[src/rtl/airfryer_pkg.sv]
// Shared definitions for the air-fryer cook-cycle controller: state encoding,
// time-field width, default limits and the set-time adjust helper.
package airfryer_pkg;

  localparam int TIME_W         = 7;
  localparam int MAX_TIME_S     = 99;
  localparam int DEFAULT_TIME_S = 10;

  localparam logic [1:0] ST_IDLE = 2'd0;
  localparam logic [1:0] ST_COOK = 2'd1;
  localparam logic [1:0] ST_DONE = 2'd2;

  // One-second step of the set time, saturating at 1 and max_t; up+down cancel out.
  function automatic logic [TIME_W-1:0] adjust_time(input logic [TIME_W-1:0] cur,
                                                    input logic              up,
                                                    input logic              down,
                                                    input logic [TIME_W-1:0] max_t);
    logic [TIME_W-1:0] res;
    res = cur;
    if (up && !down && (cur < max_t))
      res = cur + TIME_W'(1);
    else if (down && !up && (cur > TIME_W'(1)))
      res = cur - TIME_W'(1);
    return res;
  endfunction

endpackage

[src/rtl/airfryer_controller_btn_conditioner.sv]
// Pushbutton conditioner: 2-FF synchronizer, stability debounce and a registered
// rising-edge detector producing one clk-wide pulse per accepted press.
module btn_conditioner #(
  parameter int DEBOUNCE_CYCLES = 1_000_000
) (
  input  logic clk,
  input  logic rst_n,
  input  logic btn,
  output logic pulse
);

  localparam int CNT_W = (DEBOUNCE_CYCLES > 1) ? $clog2(DEBOUNCE_CYCLES) : 1;

  logic             sync_meta;
  logic             sync_q;
  logic             stable;
  logic             stable_d;
  logic [CNT_W-1:0] cnt;

  // NOTE: sequential state uses non-blocking assignments so every flop samples
  // the pre-edge values of its neighbours, independent of statement order.
  always_ff @(posedge clk or negedge rst_n) begin
    if (!rst_n) begin
      sync_meta <= 1'b0;
      sync_q    <= 1'b0;
      stable    <= 1'b0;
      stable_d  <= 1'b0;
      cnt       <= '0;
      pulse     <= 1'b0;
    end else begin
      sync_meta <= btn;
      sync_q    <= sync_meta;
      // Any return to the accepted level restarts the stability window.
      if (sync_q == stable) begin
        cnt <= '0;
      end else if (cnt == CNT_W'(DEBOUNCE_CYCLES - 1)) begin
        stable <= sync_q;
        cnt    <= '0;
      end else begin
        cnt <= cnt + CNT_W'(1);
      end
      stable_d <= stable;
      pulse    <= stable & ~stable_d;
    end
  end

endmodule

[src/rtl/airfryer_controller.sv]
// Air-fryer cook-cycle controller: button conditioning, set-time register,
// 1 Hz countdown and the start/done levels consumed by the VGA display stage.
module airfryer_controller
  import airfryer_pkg::*;
#(
  parameter int CLK_FREQ_HZ     = 100_000_000,
  parameter int DEBOUNCE_CYCLES = 1_000_000,
  parameter int DEFAULT_TIME_S  = airfryer_pkg::DEFAULT_TIME_S,
  parameter int MAX_TIME_S      = airfryer_pkg::MAX_TIME_S,
  parameter int DONE_HOLD_S     = 5
) (
  input  logic              clk,
  input  logic              rst_n,
  input  logic              btn_start,
  input  logic              btn_cancel,
  input  logic              btn_up,
  input  logic              btn_down,
  output logic              start,
  output logic              done,
  output logic [TIME_W-1:0] time_left,
  output logic              sec_tick
);

  localparam int PRE_W  = (CLK_FREQ_HZ > 1) ? $clog2(CLK_FREQ_HZ) : 1;
  localparam int HOLD_W = (DONE_HOLD_S > 1) ? $clog2(DONE_HOLD_S + 1) : 1;

  logic              start_p, cancel_p, up_p, down_p;
  logic [1:0]        state, state_n;
  logic [TIME_W-1:0] set_time, set_time_n, time_left_n;
  logic [HOLD_W-1:0] hold_cnt, hold_n;
  logic [PRE_W-1:0]  prescaler;
  logic              tick;

  btn_conditioner #(.DEBOUNCE_CYCLES(DEBOUNCE_CYCLES)) u_cond_start (
    .clk(clk), .rst_n(rst_n), .btn(btn_start), .pulse(start_p));
  btn_conditioner #(.DEBOUNCE_CYCLES(DEBOUNCE_CYCLES)) u_cond_cancel (
    .clk(clk), .rst_n(rst_n), .btn(btn_cancel), .pulse(cancel_p));
  btn_conditioner #(.DEBOUNCE_CYCLES(DEBOUNCE_CYCLES)) u_cond_up (
    .clk(clk), .rst_n(rst_n), .btn(btn_up), .pulse(up_p));
  btn_conditioner #(.DEBOUNCE_CYCLES(DEBOUNCE_CYCLES)) u_cond_down (
    .clk(clk), .rst_n(rst_n), .btn(btn_down), .pulse(down_p));

  // NOTE: every signal written here gets a default first, so no path can infer a latch.
  always_comb begin
    state_n     = state;
    set_time_n  = set_time;
    time_left_n = time_left;
    hold_n      = hold_cnt;
    tick        = (state != ST_IDLE) && (prescaler == PRE_W'(CLK_FREQ_HZ - 1));

    case (state)
      ST_IDLE: begin
        if (start_p) begin
          state_n     = ST_COOK;
          time_left_n = set_time;
        end else begin
          set_time_n  = adjust_time(set_time, up_p, down_p, TIME_W'(MAX_TIME_S));
          time_left_n = set_time_n;
        end
      end
      ST_COOK: begin
        if (cancel_p) begin
          state_n     = ST_IDLE;
          time_left_n = set_time;
        end else if (tick) begin
          if (time_left > TIME_W'(1)) begin
            time_left_n = time_left - TIME_W'(1);
          end else begin
            time_left_n = '0;
            hold_n      = '0;
            state_n     = ST_DONE;
          end
        end
      end
      ST_DONE: begin
        time_left_n = '0;
        // An acknowledge wins over the hold expiring in the same cycle.
        if (cancel_p || start_p) begin
          state_n     = ST_IDLE;
          time_left_n = set_time;
        end else if (tick) begin
          if (hold_cnt == HOLD_W'(DONE_HOLD_S - 1)) begin
            state_n     = ST_IDLE;
            time_left_n = set_time;
          end else begin
            hold_n = hold_cnt + HOLD_W'(1);
          end
        end
      end
      default: begin
        state_n     = ST_IDLE;
        time_left_n = set_time;
      end
    endcase
  end

  always_ff @(posedge clk or negedge rst_n) begin
    if (!rst_n) begin
      state     <= ST_IDLE;
      set_time  <= TIME_W'(DEFAULT_TIME_S);
      time_left <= TIME_W'(DEFAULT_TIME_S);
      hold_cnt  <= '0;
      prescaler <= '0;
      start     <= 1'b0;
      done      <= 1'b0;
      sec_tick  <= 1'b0;
    end else begin
      state     <= state_n;
      set_time  <= set_time_n;
      time_left <= time_left_n;
      hold_cnt  <= hold_n;
      // Clearing on every state change puts the first tick a full second after entry.
      if (state_n != state)
        prescaler <= '0;
      else if (state != ST_IDLE)
        prescaler <= tick ? '0 : prescaler + PRE_W'(1);
      start    <= (state_n == ST_COOK);
      done     <= (state_n == ST_DONE);
      sec_tick <= tick;
    end
  end

endmodule

[config.mk]
export PLATFORM = sky130hd
export DESIGN_NAME = airfryer_controller
export DESIGN_NICKNAME = d
export VERILOG_FILES = /design/src/rtl/airfryer_pkg.sv /design/src/rtl/airfryer_controller_btn_conditioner.sv /design/src/rtl/airfryer_controller.sv
export SDC_FILE = /design/constraint.sdc
export NUM_CORES = 1
export LEC_CHECK = 0
export CORE_UTILIZATION = 60
export CTS_BUF_LIST = sky130_fd_sc_hd__clkbuf_16
export DETAILED_ROUTE_END_ITERATION = 10
export GPL_TIMING_DRIVEN = 0
export PLACE_DENSITY = 0.83
export SLEW_MARGIN = 40
export SYNTH_ARGS = -nofsm -noshare
export SYNTH_HDL_FRONTEND = slang
export SYNTH_HIERARCHICAL = 1
export SYNTH_SLANG_ARGS = --single-unit
[constraint.sdc]
create_clock -name clk -period 3.2 [get_ports clk]
set_input_delay 0.8 -clock clk [delete_from_list [all_inputs] [get_ports clk]]
set_output_delay 0.8 -clock clk [all_outputs]
set_load 0.01 [all_outputs]
# After elaboration in Yosys (flattened, before gate mapping)
# Index checks and enable logic that the tools add are counted.
# Widths: inputs -> output; s select.
# word_totals
output_inout_bits	10
regBits	149
ramBits	0
elab_cells	131
mem_bits_ro	0
latch_bits	0
memories	0
# op_classes
n_addsub	9
n_lt_le_gt_ge	3
multipliers	0
bitwise_logic	12
shift	0
n_div	0
n_reduce_logical	17
n_mux	36
n_eq_ne	22
# op_table
cell	count
$mux 20	8
$mux 27	3
$add 20x1->20 const B	4
$eq 20x20->1 const B	4
$mux 7	9
$add 27x1->27 const B	1
$eq 27x27->1 const B	1
$pmux 7 s3	1
$mux 3	6
$gt 7x1->1 const B	2
$mux 2	7
$sub 7x1->7 const B	2
$ne 2x2->1 const B	6
$not 1->1	8
$reduce_and 2->1	4
$add 7x1->7 const B	1
$lt 7x7->1 const B	1
$reduce_and 7->1	1
$pmux 2 s3	1
$pmux 3 s2	1
$reduce_bool 2->1	3
$logic_and 1x1->1	5
$and 1x1->1	4
$eq 1x1->1	4
9 further kinds	12

# Depth between registers and ports, before layout
# logic_depth
ltp_word	7
depth_mapped	8
depth_no_buf	8

# Modules after synthesis
# The synthesis kept the hierarchy.
# by_module_without_submodules
module	cells_per_inst	n_inst	area_per_inst_um2
btn_conditioner	111	4	1171.1
airfryer_controller	358	1	3214.3

# Least setup slack after synthesis
# Ideal clock, no wire load.
# synth_timing
path_kind	register to register
startpoint	register set_time[1]
endpoint	register time_left[3]
setup_slack_ns	0.997
stages_incl_launch_ff	9
n_path_buf	0
arrival_ns	2.114
synth_period_minus_slack_ns	2.203
setup_ns	0.089
path_cell_list	dfstp_2 -> inv_1 -> ha_1 -> o21ba_2 -> o311ai_4 -> a31oi_1 -> nand2_1 -> o211a_1 -> a211oi_1
# synth_between
elab_chain_len	6
elab_cells_between_ends	10
cone_classes	add/sub (2); order compare (2); mux (4); reduce/logical (2)
# synth_lines
item	line_no	source
from (decl)	airfryer_controller.sv:29	logic [TIME_W-1:0] set_time, set_time_n, time_left_n;
from (signal assigned)	airfryer_controller.sv:100	set_time <= TIME_W'(DEFAULT_TIME_S);
from (signal assigned)	airfryer_controller.sv:109	set_time <= set_time_n;
$gt 7x1->1	airfryer_pkg.sv:22	else if (down && !up && (cur > TIME_W'(1)))
$logic_and 1x1->1	airfryer_pkg.sv:22	
$mux 7	airfryer_pkg.sv:22	
$mux 7 *	airfryer_pkg.sv:20	if (up && !down && (cur < max_t))
$mux 7 *	--	
$pmux 7 s3 *	airfryer_controller.sv:51	case (state)
to (signal assigned)	airfryer_controller.sv:101	time_left <= TIME_W'(DEFAULT_TIME_S);
to (signal assigned)	airfryer_controller.sv:110	time_left <= time_left_n;
to (decl)	airfryer_controller.sv:20	output logic [TIME_W-1:0] time_left,
# Every way passes the cells marked *; elsewhere a longest branch is shown, timed or not.
# A chain may end at the register's enable or synchronous reset.

# Worst setup path in the final report
# Same ends and word-level chain as after synthesis.

==> flow_metrics.env <==
export IMPL_outcome="finished, final reports clean"
export IMPL_combinationalPowerShare_pct=2.3
export IMPL_placed_cell_area_sq_um=8320
export IMPL_synth_area_mux_share_pct=2.00
export IMPL_grt_max_degree=73
export IMPL_p_seq_share_pct=46.6
export IMPL_ff2ff_setup_slack_ns=0.69
export IMPL_yosys_top_cells_area="dfrtp_1 (46%), xnor2_1 (6.9%), nor2_1 (5.7%), xor2_1 (4.0%), nand2_1 (2.6%)"
export IMPL_n_fill_cell=920
export IMPL_crit_path_cell_trace="inv_1 -> ha_1 -> o21ba_2 -> o311ai_4 -> a31oi_1 -> nand2_1 -> o211a_1 -> a211oi_1"
export IMPL_preCtsSetupSlack_ns=0.719
export IMPL_finalSetupTns_ns=0
export IMPL_cts_tree="done"
export IMPL_p_per_area_nw_per_um2=460
export IMPL_worst_hold_slack_ns=0.245
export IMPL_viasPerCell=6.10
export IMPL_synth_xor_area_share_pct=10.9
export IMPL_worstSetupPathType="flop to flop"
export IMPL_drtIter0Drc=562
export IMPL_rows=41
export IMPL_antenna_found_initial=0
export IMPL_clkLatencyLatePin_ns=0.42
export IMPL_clock_path_buffers=2
export IMPL_clk_pin_slew_ns=0.06
export IMPL_synth_compound_area_share_pct=8.22
export IMPL_synth_ff_type="dfrtp_1"
export IMPL_initial_utilization_pct=62.1
export IMPL_core_area_sq_um=12700
export IMPL_crit_slowest_cell="dfstp_2"
export IMPL_synthArstFlopShare_pct=100
export IMPL_finish_instance_area_sq_um=8950
export IMPL_reg2reg_from="set_time[1]$_DFFE_PN1P_"
export IMPL_drt_pass1_iter_count=5
export IMPL_p_leak_nw=3.68
export IMPL_grt_use_total_pct=27.3
export IMPL_cts_root_buf="clkbuf_16"
export IMPL_relSlewSlack_pct=53.8
export IMPL_grt_pass1_vias=6288
export IMPL_synth_cell_type_count=65
export IMPL_critical_path_max_stage_delay_ns=0.62
export IMPL_gp_congestion=0.895
export IMPL_irDropWorstVdd_mv=0.475
export IMPL_synth_commonest_cells="dfrtp_1 (145), nor2_1 (120), xnor2_1 (62)"
export IMPL_grt_overflow=0
export IMPL_setup_viol=0
export IMPL_fin_crit_ns=2.51
export IMPL_power_mw=4.12
export IMPL_netlist_area_sq_um=7900
export IMPL_cts_made_buffers=17
export IMPL_startpoint="set_time[1]$_DFFE_PN1P_"
export IMPL_avgSynthCellArea_sq_um=9.85
export IMPL_drive_gt1_share_pct=11.0
export IMPL_netlist_instances=802
export IMPL_reg2reg_depth=8
export IMPL_antennaDiodeCount=0
export IMPL_cp_start_kind="flop"
export IMPL_hold_viol=0
export IMPL_crit_end="time_left[3]$_DFFE_PN1P_"
export IMPL_post_place_cells=991
export IMPL_ys_ff_latch=149
export IMPL_fin_cells=1023
export IMPL_fmax_mhz=399
export IMPL_fin_nets=856
export IMPL_ioPinCount=16
export IMPL_clkSinkCount=149
export IMPL_die_h_microns=117
export IMPL_yosysMostFrequentCell="dfrtp_1"
export IMPL_crit_arrival_ns=2.83
export IMPL_yosys_area_top_type="dfrtp_1"
export IMPL_worst_pin_slew_ns=0.687
export IMPL_yosys_area_top_type_share_pct=45.9
export IMPL_synth_nets=820
export IMPL_synthAdderAreaFrac_pct=1.90
export IMPL_ant_nets=0
export IMPL_rsz0062_at_grt="false"
export IMPL_dieArea_sq_um=13600
export IMPL_cts_resized=0
export IMPL_drc=0
export IMPL_synth_edf_count=0
export IMPL_cp_max_fo=9
export IMPL_fin_crit_sh_pct=78.3
export IMPL_maxCapViolations=0
export IMPL_post_cts_buffers=0
export IMPL_cts_max_level=4
export IMPL_cp_required_ns=3.53
export IMPL_cts_hold_buf=0
export IMPL_p_switching_mw=0.883
export IMPL_seq_area_frac_synth_pct=47.3
export IMPL_wl_per_cell_microns=16.7
export IMPL_port_buffers=15
export IMPL_cp_end_kind="flop"
export IMPL_drt_total_wl_microns=17100
export IMPL_ys_warn_count=6
export IMPL_synth_top_family_by_area="simple AND/OR/NAND/NOR gates"
export IMPL_clockPowerShare_pct=51.1
export IMPL_hold_class="input port to async pin"
export IMPL_fin_ws_ns=0.693
export IMPL_r2r_end="time_left[3]$_DFFE_PN1P_"
export IMPL_dp_hpwl_microns=11300
export IMPL_fin_util_pct=70.4
export IMPL_via_count=6238
export IMPL_fin_skew_ns=0.00754
export IMPL_p_int_mw=3.24
export IMPL_yosys_area_share_simple_pct=26.9
export IMPL_slew_violations=0
export IMPL_switching_share_pct=21.4
export IMPL_area_delta_synth_final_pct=13.4
export IMPL_grt_pass1_wl_microns=29100
export IMPL_die_width_microns=117
## worst min path at each step
stage                                      start                             end  cells after the start
6_report                                   rst_n     u_cond_up/cnt[10]$_DFF_PN0_                      1
5_1_grt                                    rst_n     u_cond_up/cnt[11]$_DFF_PN0_                      1
4_1_cts                                    rst_n     u_cond_up/cnt[10]$_DFF_PN0_                      1
3_5_place_dp    u_cond_start/sync_meta$_DFF_PN0_   u_cond_start/sync_q$_DFF_PN0_                      0
3_3_place_gp    u_cond_start/sync_meta$_DFF_PN0_   u_cond_start/sync_q$_DFF_PN0_                      0
2_1_floorplan  u_cond_cancel/sync_meta$_DFF_PN0_  u_cond_cancel/sync_q$_DFF_PN0_                      0
## cells in the final DEF (no fill, tap or decap), types with 11 or more instances in the layout
| cell | synthesis | routed |
|---|---|---|
| clkdlybuf4s50_1 | 0 | 14 |
| nand2_1 | 54 | 54 |
| inv_1 | 27 | 27 |
| xor2_1 | 36 | 36 |
| or3_1 | 13 | 13 |
| nor4b_1 | 11 | 11 |
| nand4_1 | 24 | 24 |
| dfrtp_1 | 145 | 145 |
| nor4_1 | 23 | 23 |
| nand3_1 | 40 | 40 |
| and4_1 | 11 | 11 |
| nor3_1 | 35 | 35 |
| clkbuf_16 | 0 | 17 |
| o21ai_0 | 25 | 25 |
| ha_1 | 12 | 12 |
| nor2_1 | 120 | 120 |
| xnor2_1 | 62 | 62 |
| a21oi_1 | 22 | 22 |
## state kept, by name (all words and copies together), names as in the netlist, 2 cells and up
name,count
prescaler,27
u_cond_cancel/cnt,20
u_cond_down/cnt,20
u_cond_start/cnt,20
u_cond_up/cnt,20
set_time,7
time_left,7
hold_cnt,3
state,2
## power by group through the flow
| stage | clock network (mW) | logic, mW | registers, mW |
|---|---|---|---|
| CTS | 2.14 | 0.0988 | 1.92 |
| detailed placement | 0 | 0.0983 | 1.95 |
| floorplan | 0 | 0.0351 | 1.95 |
| global route | 2.24 | 0.111 | 1.92 |
| finish | 2.11 | 0.0952 | 1.92 |
| global placement | 0 | 0.0843 | 1.95 |
## cells by family (layout without fill, tap and decap cells)
logic type / after synthesis / in the layout
buffers and inverters: 46 / 95
and+or+nand+nor: 391 / 391
adders and majority gates: 12 / 12
muxes: 15 / 15
AOI/OAI and AO/OA: 91 / 91
DFF: 149 / 149
xor gates and xnor gates: 98 / 98
## area by class of cell
| cell class | count | area [sq um] | area share, % |
|---|---|---|---|
| Buffer | 19 | 123 | 1.37 |
| Clock buffer | 17 | 425 | 4.75 |
| Clock inverter | 15 | 204 | 2.28 |
| Inverter | 27 | 101 | 1.13 |
| Multi-Input combinational cell | 607 | 3940 | 44.0 |
| Sequential cell | 149 | 3730 | 41.7 |
| Tap cell | 172 | 215 | 2.40 |
| Timing Repair Buffer | 17 | 210 | 2.35 |
## worst max-delay path, delay by kind of cell (launching register included)
kind	cells	cell delay (ns)
flops	1	0.62
compound gates	5	1.31
buf+inv	1	0.12
simple gates	1	0.18
fa+ha+maj	1	0.18
## per-layer routing
metal  track usage [%]  routed length (microns)
met1              32.9                     7230
met2              46.0                     8490
met3              6.54                      842
met4              13.1                      503
met5                 0                        0
No activity file was read; power rests on OpenSTA's default activity.
